### config.mk
export PLATFORM = sky130hd
export DESIGN_NAME = wb_master_bridge
export DESIGN_NICKNAME = d
export VERILOG_FILES = /design/src/rtl/wb_master_bridge.sv
export SDC_FILE = /design/constraint.sdc
export NUM_CORES = 1
export LEC_CHECK = 0
export CORE_MARGIN = 2
export CORE_UTILIZATION = 35
export DETAILED_ROUTE_END_ITERATION = 6
export PLACE_DENSITY = 0.69
export REMOVE_ABC_BUFFERS = 1
export SYNTH_ARGS = -nofsm -noshare
export SYNTH_HDL_FRONTEND = slang
export SYNTH_SLANG_ARGS = --single-unit
### constraint.sdc
create_clock -name clk -period 2 [get_ports clk]
set_clock_uncertainty 0.15 [all_clocks]
set_input_delay 0.4 -clock clk [delete_from_list [all_inputs] [get_ports clk]]
set_output_delay 0.4 -clock clk [all_outputs]
set_load 0.005 [all_outputs]
### src/rtl/wb_master_bridge.sv
// Bridges the memory controller's single-beat WB request port onto a Wishbone
// classic master cycle, with local-memory-style busy/read-data timing.
module wb_master_bridge #(
    parameter logic [3:0] ADDRESS_PREFIX = 4'h3,
    parameter int         TIMEOUT_CYCLES = 255
) (
    input  logic        clk,
    input  logic        rst,
    input  logic [27:0] wbAddress,
    input  logic [3:0]  wbByteSelect,
    input  logic        wbEnable,
    input  logic        wbWriteEnable,
    input  logic [31:0] wbDataWrite,
    output logic [31:0] wbDataRead,
    output logic        wbBusy,
    output logic        wbError,
    output logic        wb_cyc_o,
    output logic        wb_stb_o,
    output logic        wb_we_o,
    output logic [3:0]  wb_sel_o,
    output logic [31:0] wb_adr_o,
    output logic [31:0] wb_dat_o,
    input  logic [31:0] wb_dat_i,
    input  logic        wb_ack_i,
    input  logic        wb_err_i
);

    localparam logic [0:0] STATE_IDLE  = 1'b0;
    localparam logic [0:0] STATE_CYCLE = 1'b1;

    // A disabled timeout still needs a legal (1-bit) counter width.
    localparam int COUNT_WIDTH = (TIMEOUT_CYCLES > 0) ? $clog2(TIMEOUT_CYCLES + 1) : 1;
    localparam logic [COUNT_WIDTH-1:0] COUNT_LIMIT =
        COUNT_WIDTH'((TIMEOUT_CYCLES > 0) ? (TIMEOUT_CYCLES - 1) : 0);
    localparam logic [COUNT_WIDTH-1:0] COUNT_MAX = '1;

    logic [0:0]             stateReg;
    logic [COUNT_WIDTH-1:0] timeoutCount;
    logic                   timeoutHit;

    assign timeoutHit = (TIMEOUT_CYCLES != 0) && (timeoutCount == COUNT_LIMIT);
    assign wbBusy     = (stateReg == STATE_CYCLE);

    always_ff @(posedge clk) begin
        if (!rst) begin
            stateReg     <= STATE_IDLE;
            timeoutCount <= '0;
            wb_cyc_o     <= 1'b0;
            wb_stb_o     <= 1'b0;
            wb_we_o      <= 1'b0;
            wb_sel_o     <= 4'h0;
            wb_adr_o     <= 32'h0;
            wb_dat_o     <= 32'h0;
            wbError      <= 1'b0;
            wbDataRead   <= 32'hFFFF_FFFF;
        end else begin
            wbError <= 1'b0;
            if (stateReg == STATE_IDLE) begin
                if (wbEnable) begin
                    stateReg     <= STATE_CYCLE;
                    timeoutCount <= '0;
                    wb_cyc_o     <= 1'b1;
                    wb_stb_o     <= 1'b1;
                    wb_we_o      <= wbWriteEnable;
                    wb_sel_o     <= wbByteSelect;
                    wb_adr_o     <= {ADDRESS_PREFIX, wbAddress};
                    wb_dat_o     <= wbDataWrite;
                end
            end else begin
                // Error beats ack; ack on the final allowed cycle beats the timeout.
                if (wb_err_i) begin
                    stateReg   <= STATE_IDLE;
                    wb_cyc_o   <= 1'b0;
                    wb_stb_o   <= 1'b0;
                    wbDataRead <= 32'hFFFF_FFFF;
                    wbError    <= 1'b1;
                end else if (wb_ack_i) begin
                    stateReg <= STATE_IDLE;
                    wb_cyc_o <= 1'b0;
                    wb_stb_o <= 1'b0;
                    if (!wb_we_o) begin
                        wbDataRead <= wb_dat_i;
                    end
                end else if (timeoutHit) begin
                    stateReg   <= STATE_IDLE;
                    wb_cyc_o   <= 1'b0;
                    wb_stb_o   <= 1'b0;
                    wbDataRead <= 32'hFFFF_FFFF;
                    wbError    <= 1'b1;
                end else if (timeoutCount != COUNT_MAX) begin
                    timeoutCount <= timeoutCount + 1'b1;
                end
            end
        end
    end

endmodule
# Yosys cells after proc, flatten, opt, wreduce, memory -nomap -nowiden
# Cells that the tools add are included.
dict set report word_totals {
  regBits 109
  inputBits 102
  out_inout_bits 105
  elab_cells 49
}
dict set report op_classes {
  add_sub_neg 1
  eq_ne 8
  mux 23
  bitwise_logic 1
  n_reduce_logical 7
}
# op n
set ops {}
lappend ops {{$mux W32} 4}
lappend ops {{$mux W8} 6}
lappend ops {{$mux W1} 13}
lappend ops {{$add A8 B1 Y8 const B} 1}
lappend ops {{$eq A8 B8 Y1 const B} 1}
lappend ops {{$ne A8 B8 Y1 const B} 1}
lappend ops {{$ne A2 B2 Y1 const B} 3}
lappend ops {{$reduce_and A2 Y1} 3}
lappend ops {{$reduce_and A5 Y1} 1}
lappend ops {{$ne A4 B3 Y1 const B} 1}
lappend ops {{$ne A3 B2 Y1 const B} 1}
lappend ops {{$reduce_and A3 Y1} 1}
lappend ops {{$reduce_bool A3 Y1} 1}
lappend ops {{$ne A2 B1 Y1 const B} 1}
lappend ops {{$reduce_bool A2 Y1} 1}
lappend ops {{$not A1 Y1} 1}

# Longest topological paths before layout
# Gate-level depths: netlist (run 1).
dict set report depth {
  depth_word 6
  depth_mapped 7
  depth_no_buf 6
}

# Worst setup path before layout (run 1)
# OpenSTA, ideal clock, no wires.
dict set report synth_path {
  path_type {register to register}
  from {reg timeoutCount[0]}
  to {reg timeoutCount[3]}
  setup_ns 0.114
  arrival_time_ns 1.425
  required_time_ns 1.736
  slack_ns 0.311
  path_stages_with_launch 7
  n_path_buf 0
  period_less_slack_ns 1.689
  cell_sequence {dfxtp_1 inv_1 ha_1 o211ai_1 o21ai_1 a32o_1 a21o_1}
}
dict set report synth_via {
  elab_chain_len 6
  word_cells_on_any_way 11
  cone_classes {add/sub (1); eq/ne (4); mux (5); reduce/logical (1)}
}
# element line_no
set synth_lines {}
lappend synth_lines {{start, declared} 38} ;# logic [COUNT_WIDTH-1:0] timeoutCount;
lappend synth_lines {{start signal, assigned} 91} ;# timeoutCount <= timeoutCount + 1'b1;
lappend synth_lines {{$add A8 B1 Y8} 91}
lappend synth_lines {{$mux W8} 90} ;# end else if (timeoutCount != COUNT_MAX) begin
lappend synth_lines {{$mux W8} 84} ;# end else if (timeoutHit) begin
lappend synth_lines {{$mux W8} 77} ;# end else if (wb_ack_i) begin
lappend synth_lines {{$mux W8} 71} ;# if (wb_err_i) begin
lappend synth_lines {{$mux W8} 58} ;# if (stateReg == STATE_IDLE) begin
# Parallel ways exist; a longest one is shown, timed or not. The select of a mux whose other input is x is not followed.
# A chain may end at the register's enable or synchronous reset.

# Worst setup path after layout (run 1)
dict set report layout_path {
  from {reg stateReg, in the netlist wbBusy}
  to {out wbBusy}
}
# element line_no
set layout_lines {}
lappend layout_lines {{start, declared} 37} ;# logic [0:0] stateReg;
lappend layout_lines {{start signal, assigned} 46} ;# stateReg <= STATE_IDLE;
lappend layout_lines {{start signal, assigned} 60} ;# stateReg <= STATE_CYCLE;
lappend layout_lines {{start signal, assigned} 72} ;# stateReg <= STATE_IDLE;
lappend layout_lines {{end, declared} 15} ;# output logic wbBusy,
# No word-level cell between the ends.

==> flow_metrics.py, run 1 <==
metrics = {
    "global_routing": {
        "grt_total_ovfl": 0,
        "wire_length_of_the_first_global_routing_pass_mm": 18.6,
        "grt_pass1_vias": 3755,
        "antenna_found_initial": 0,
        "grt_max_degree": 56,
        "grt_usage_pct": 18.7,
        "met1_usage_pct": 21.4,
        "grt_use_met2_pct": 30.4,
        "grt_busiest_layer": "met2",
        "met3_usage_pct": 9.08,
    },
    "clock_tree": {
        "post_cts_hold_buffer_count": 0,
        "clock_tree_from_tritoncts": "done",
        "ctsRootBufferMaster": "clkbuf_16",
        "cts_inserted_buffers": 9,
        "max-clock-path-buffers": 2,
        "worst_skew_pair.late_latency_ns": 0.34,
        "cts.repair_timing.setup_buffer_count": 0,
        "clk_pin_slew_worst_paths_ns": 0.07,
        "cts.repair.resized": 0,
        "htree_num_levels": 3,
        "clock-sinks": 109,
    },
    "floorplan": {
        "number_of_i_o_pins": 207,
        "height_of_the_chip_um": 111,
        "initial_core_util_pct": 35.4,
        "dieWidth_um": 111,
        "die-area_um2": 12300,
        "fp.coreArea_um2": 11300,
        "rows": 39,
    },
    "cells_and_area": {
        "final_layout_size_suffix_gt1_share_pct": 5.64,
        "final_cell_count_no_fill": 781,
        "final_net_count": 738,
        "synthToLayoutAreaGrowth_pct": 63.5,
        "antenna_cells_inserted": 0,
        "final_design_area_no_fill_um2": 6530,
    },
    "synthesis": {
        "yosysWarnings": 0,
        "synthesis.instances": 438,
        "netlist_area_um2": 3990,
        "seq_area_frac_synth_pct": 54.6,
        "yosysUniqueCellTypes": 40,
        "synth.ff_latch_count": 109,
        "syn_area_per_cell_um2": 9.12,
    },
    "drt": {
        "viasPerCell": 4.81,
        "detailedRoute.firstIterationViolations": 160,
        "drt-pass1-iter-count": 4,
        "route.detailed.drc": 0,
        "route.detailed.wl_per_inst_um": 14.6,
        "dr_total_vias": 3760,
        "drtAntennaViolNets": 0,
        "postRouteWirelength_mm": 11.4,
    },
    "placement": {
        "gp_routability_congestion": 0.822,
        "place.detailed.hpwl_mm": 8.47,
        "dp.cells": 766,
        "place_area_um2": 6230,
        "port-buffer-count": 204,
    },
    "worst_setup_path": {
        "max_stage_delay_ns": 0.55,
        "rr_startpoint": "timeoutCount[1]",
        "worstPathMaxFanout": 7,
        "critical_path.slowest_cell": "clkdlybuf4s50_1",
        "worstSetupPathType": "reg -> out",
        "critical_path_launch_point_type": "flop",
        "timing.critical_path.required_ns": 1.45,
        "r2r-end": "wbDataRead[1]",
        "critPathTopFamily": "buffers and inverters",
        "critPathArrivalTime_ns": 1.33,
        "crit_path_end_kind": "output port",
        "cp_cell_sequence": "clkdlybuf4s50_1",
        "worst-path-buf-inv": 1,
        "r2r.worst_path.cells": 6,
        "reg2reg_setup_slack_ns": 0.15,
    },
    "sta": {
        "timing_hold_violations_final": 0,
        "timing.final.setup_violations": 0,
        "post-route-period-util_pct": 93.9,
        "grt_setup_unrepaired": "no",
        "final_hold_slack_ns": 0.270,
        "period_minus_slack_ns": 1.88,
        "maxSlewViolCount": 0,
        "max_clock_freq_mhz": 532,
    },
    "pwr": {
        "total_power_mw": 4.81,
        "power_per_cell_area_nw_per_um2": 736,
        "power.ir.vdd_worst_uv": 437,
        "total_leakage_power_nw": 2.43,
    },
    "outcome": {
        "status": "finished clean",
    },
    "worst_hold_path": {
        "hold_path_class": "in -> reg",
        "worstHoldStart": "rst",
        "min_to": "wbError",
        "hold_path_stages": 3,
    },
    "flow_run": {
        "drv_cap": 0,
    },
}
-- per-stage QoR --
step | TNS (ns) | util (%) | setup WS [ns]
after floorplan | -71.80 | - | -1.05
after global placement | -0.690 | 55.3 | -0.0284
after detailed placement | -1.63 | 55.3 | -0.0592
after CTS | 0 | 57.9 | 0.0856
after global routing | 0 | 57.9 | 0.0140
final | 0 | 57.9 | 0.121
-- cells in the final DEF (no fill, tap or decap), types with 2 or more instances in the layout --
cell and instances:
clkdlybuf4s50_1 203, nand2_1 137, dfxtp_1 109, a21boi_1 44, o22a_1 32, a21oi_1 24, buf_4 10, clkbuf_16 9
inv_1 5, nand3_1 5, buf_12 5, o21ai_1 4, o21a_1 3, nor2_1 3, nand4_1 3, o211ai_1 2
nor3_1 2, and2_1 2, o31a_1 2, o21ai_0 2, a21boi_0 2, ha_1 2, conb_1 2, clkinvlp_4 2
clkbuf_8 2
-- kinds of logic after synthesis --
group,Yosys count,synth area share [%]
flops,109,54.6
mux,3,0.815
fa+ha+maj,2,0.626
other cells,1,0.0939
buf+inv,40,4.70
simple gates,161,16.6
compound gates,122,22.5
-- power by group --
group	total (mW)	internal [mW]	switching, mW
clock network	1.77	1.03	0.740
logic	0.716	0.450	0.265
registers	2.32	2.27	0.0531
total	4.81	3.75	1.06
-- how the worst max path moves through the flow --
stage                         start               to  slack (ns)  cells past startpoint
detailed placement         wb_ack_i  timeoutCount[1]       -0.06                      5
finish                       wbBusy           wbBusy        0.12                      1
global route        timeoutCount[1]   wbDataRead[31]        0.01                      6
floorplan                  wbEnable      wb_dat_o[0]       -1.05                      3
CTS                          wbBusy           wbBusy        0.09                      1
global placement           wb_ack_i  timeoutCount[3]       -0.03                      5
-- state kept, by name, summed over array words and instances, names as in the netlist --
name / count
wb_we_o: 1
wb_sel_o: 4
wbDataRead: 32
wbError: 1
wb_adr_o: 29
timeoutCount: 8
wb_stb_o: 1
wb_dat_o: 32
wbBusy: 1
-- cell usage after synthesis --
cell type,instances,area [um^2]
o22a_1,32,280
o22ai_1,1,6.26
a21boi_0,2,15.0
nand4_1,3,18.8
nor2_1,3,11.3
buf_6,3,33.8
inv_1,5,18.8
and3_1,1,6.26
o211ai_1,2,15.0
nand3_1,5,25.0
mux2_2,1,11.3
mux2_1,1,11.3
o21ai_1,4,20.0
o21a_1,3,22.5
o41ai_1,1,8.76
a21o_1,1,7.51
buf_1,4,15.0
a31oi_1,1,6.26
conb_1,1,3.75
a21oi_1,24,120
dfxtp_1,109,2180
or3_1,1,6.26
nor3_1,2,10.0
clkbuf_1,24,90.1
ha_1,2,25.0
a41oi_1,1,8.76
and2_1,2,12.5
nand4_2,1,12.5
nand2b_1,2,12.5
mux2i_1,1,10.0
buf_4,4,30.0
o31a_1,2,17.5
a32o_1,1,10.0
a21boi_1,44,330
and4_1,1,8.76
nor3b_2,1,12.5
nor2b_1,2,12.5
a31oi_4,1,21.3
o21ai_0,2,10.0
nand2_1,137,514
-- layer usage --
metal,part of all wire [%],vias up
met3,13,9
met1,42,1707
met4,1.1,0
met5,0,-
li1,-,1868
met2,44,176
-- layout make-up --
class,count,area [um^2]
clock inverters,3,45.0
multi-input cells,290,1640
fillers,1013,4740
well taps,143,179
repair buffers,219,2210
flip-flops and latches,109,2180
inverters,5,18.8
clock buffers,12,256
Note: power is estimated with default switching activity, not from simulation.
==> inputs of run 2 (changes only) <==
--- a/config.mk
+++ b/config.mk
@@ -13,3 +13,4 @@
 export SYNTH_ARGS = -nofsm -noshare
 export SYNTH_HDL_FRONTEND = slang
 export SYNTH_SLANG_ARGS = --single-unit
+export TNS_END_PERCENT = 10
==> results of run 2 <==
The final DEF is identical to that of run 1; final timing and power are the same.
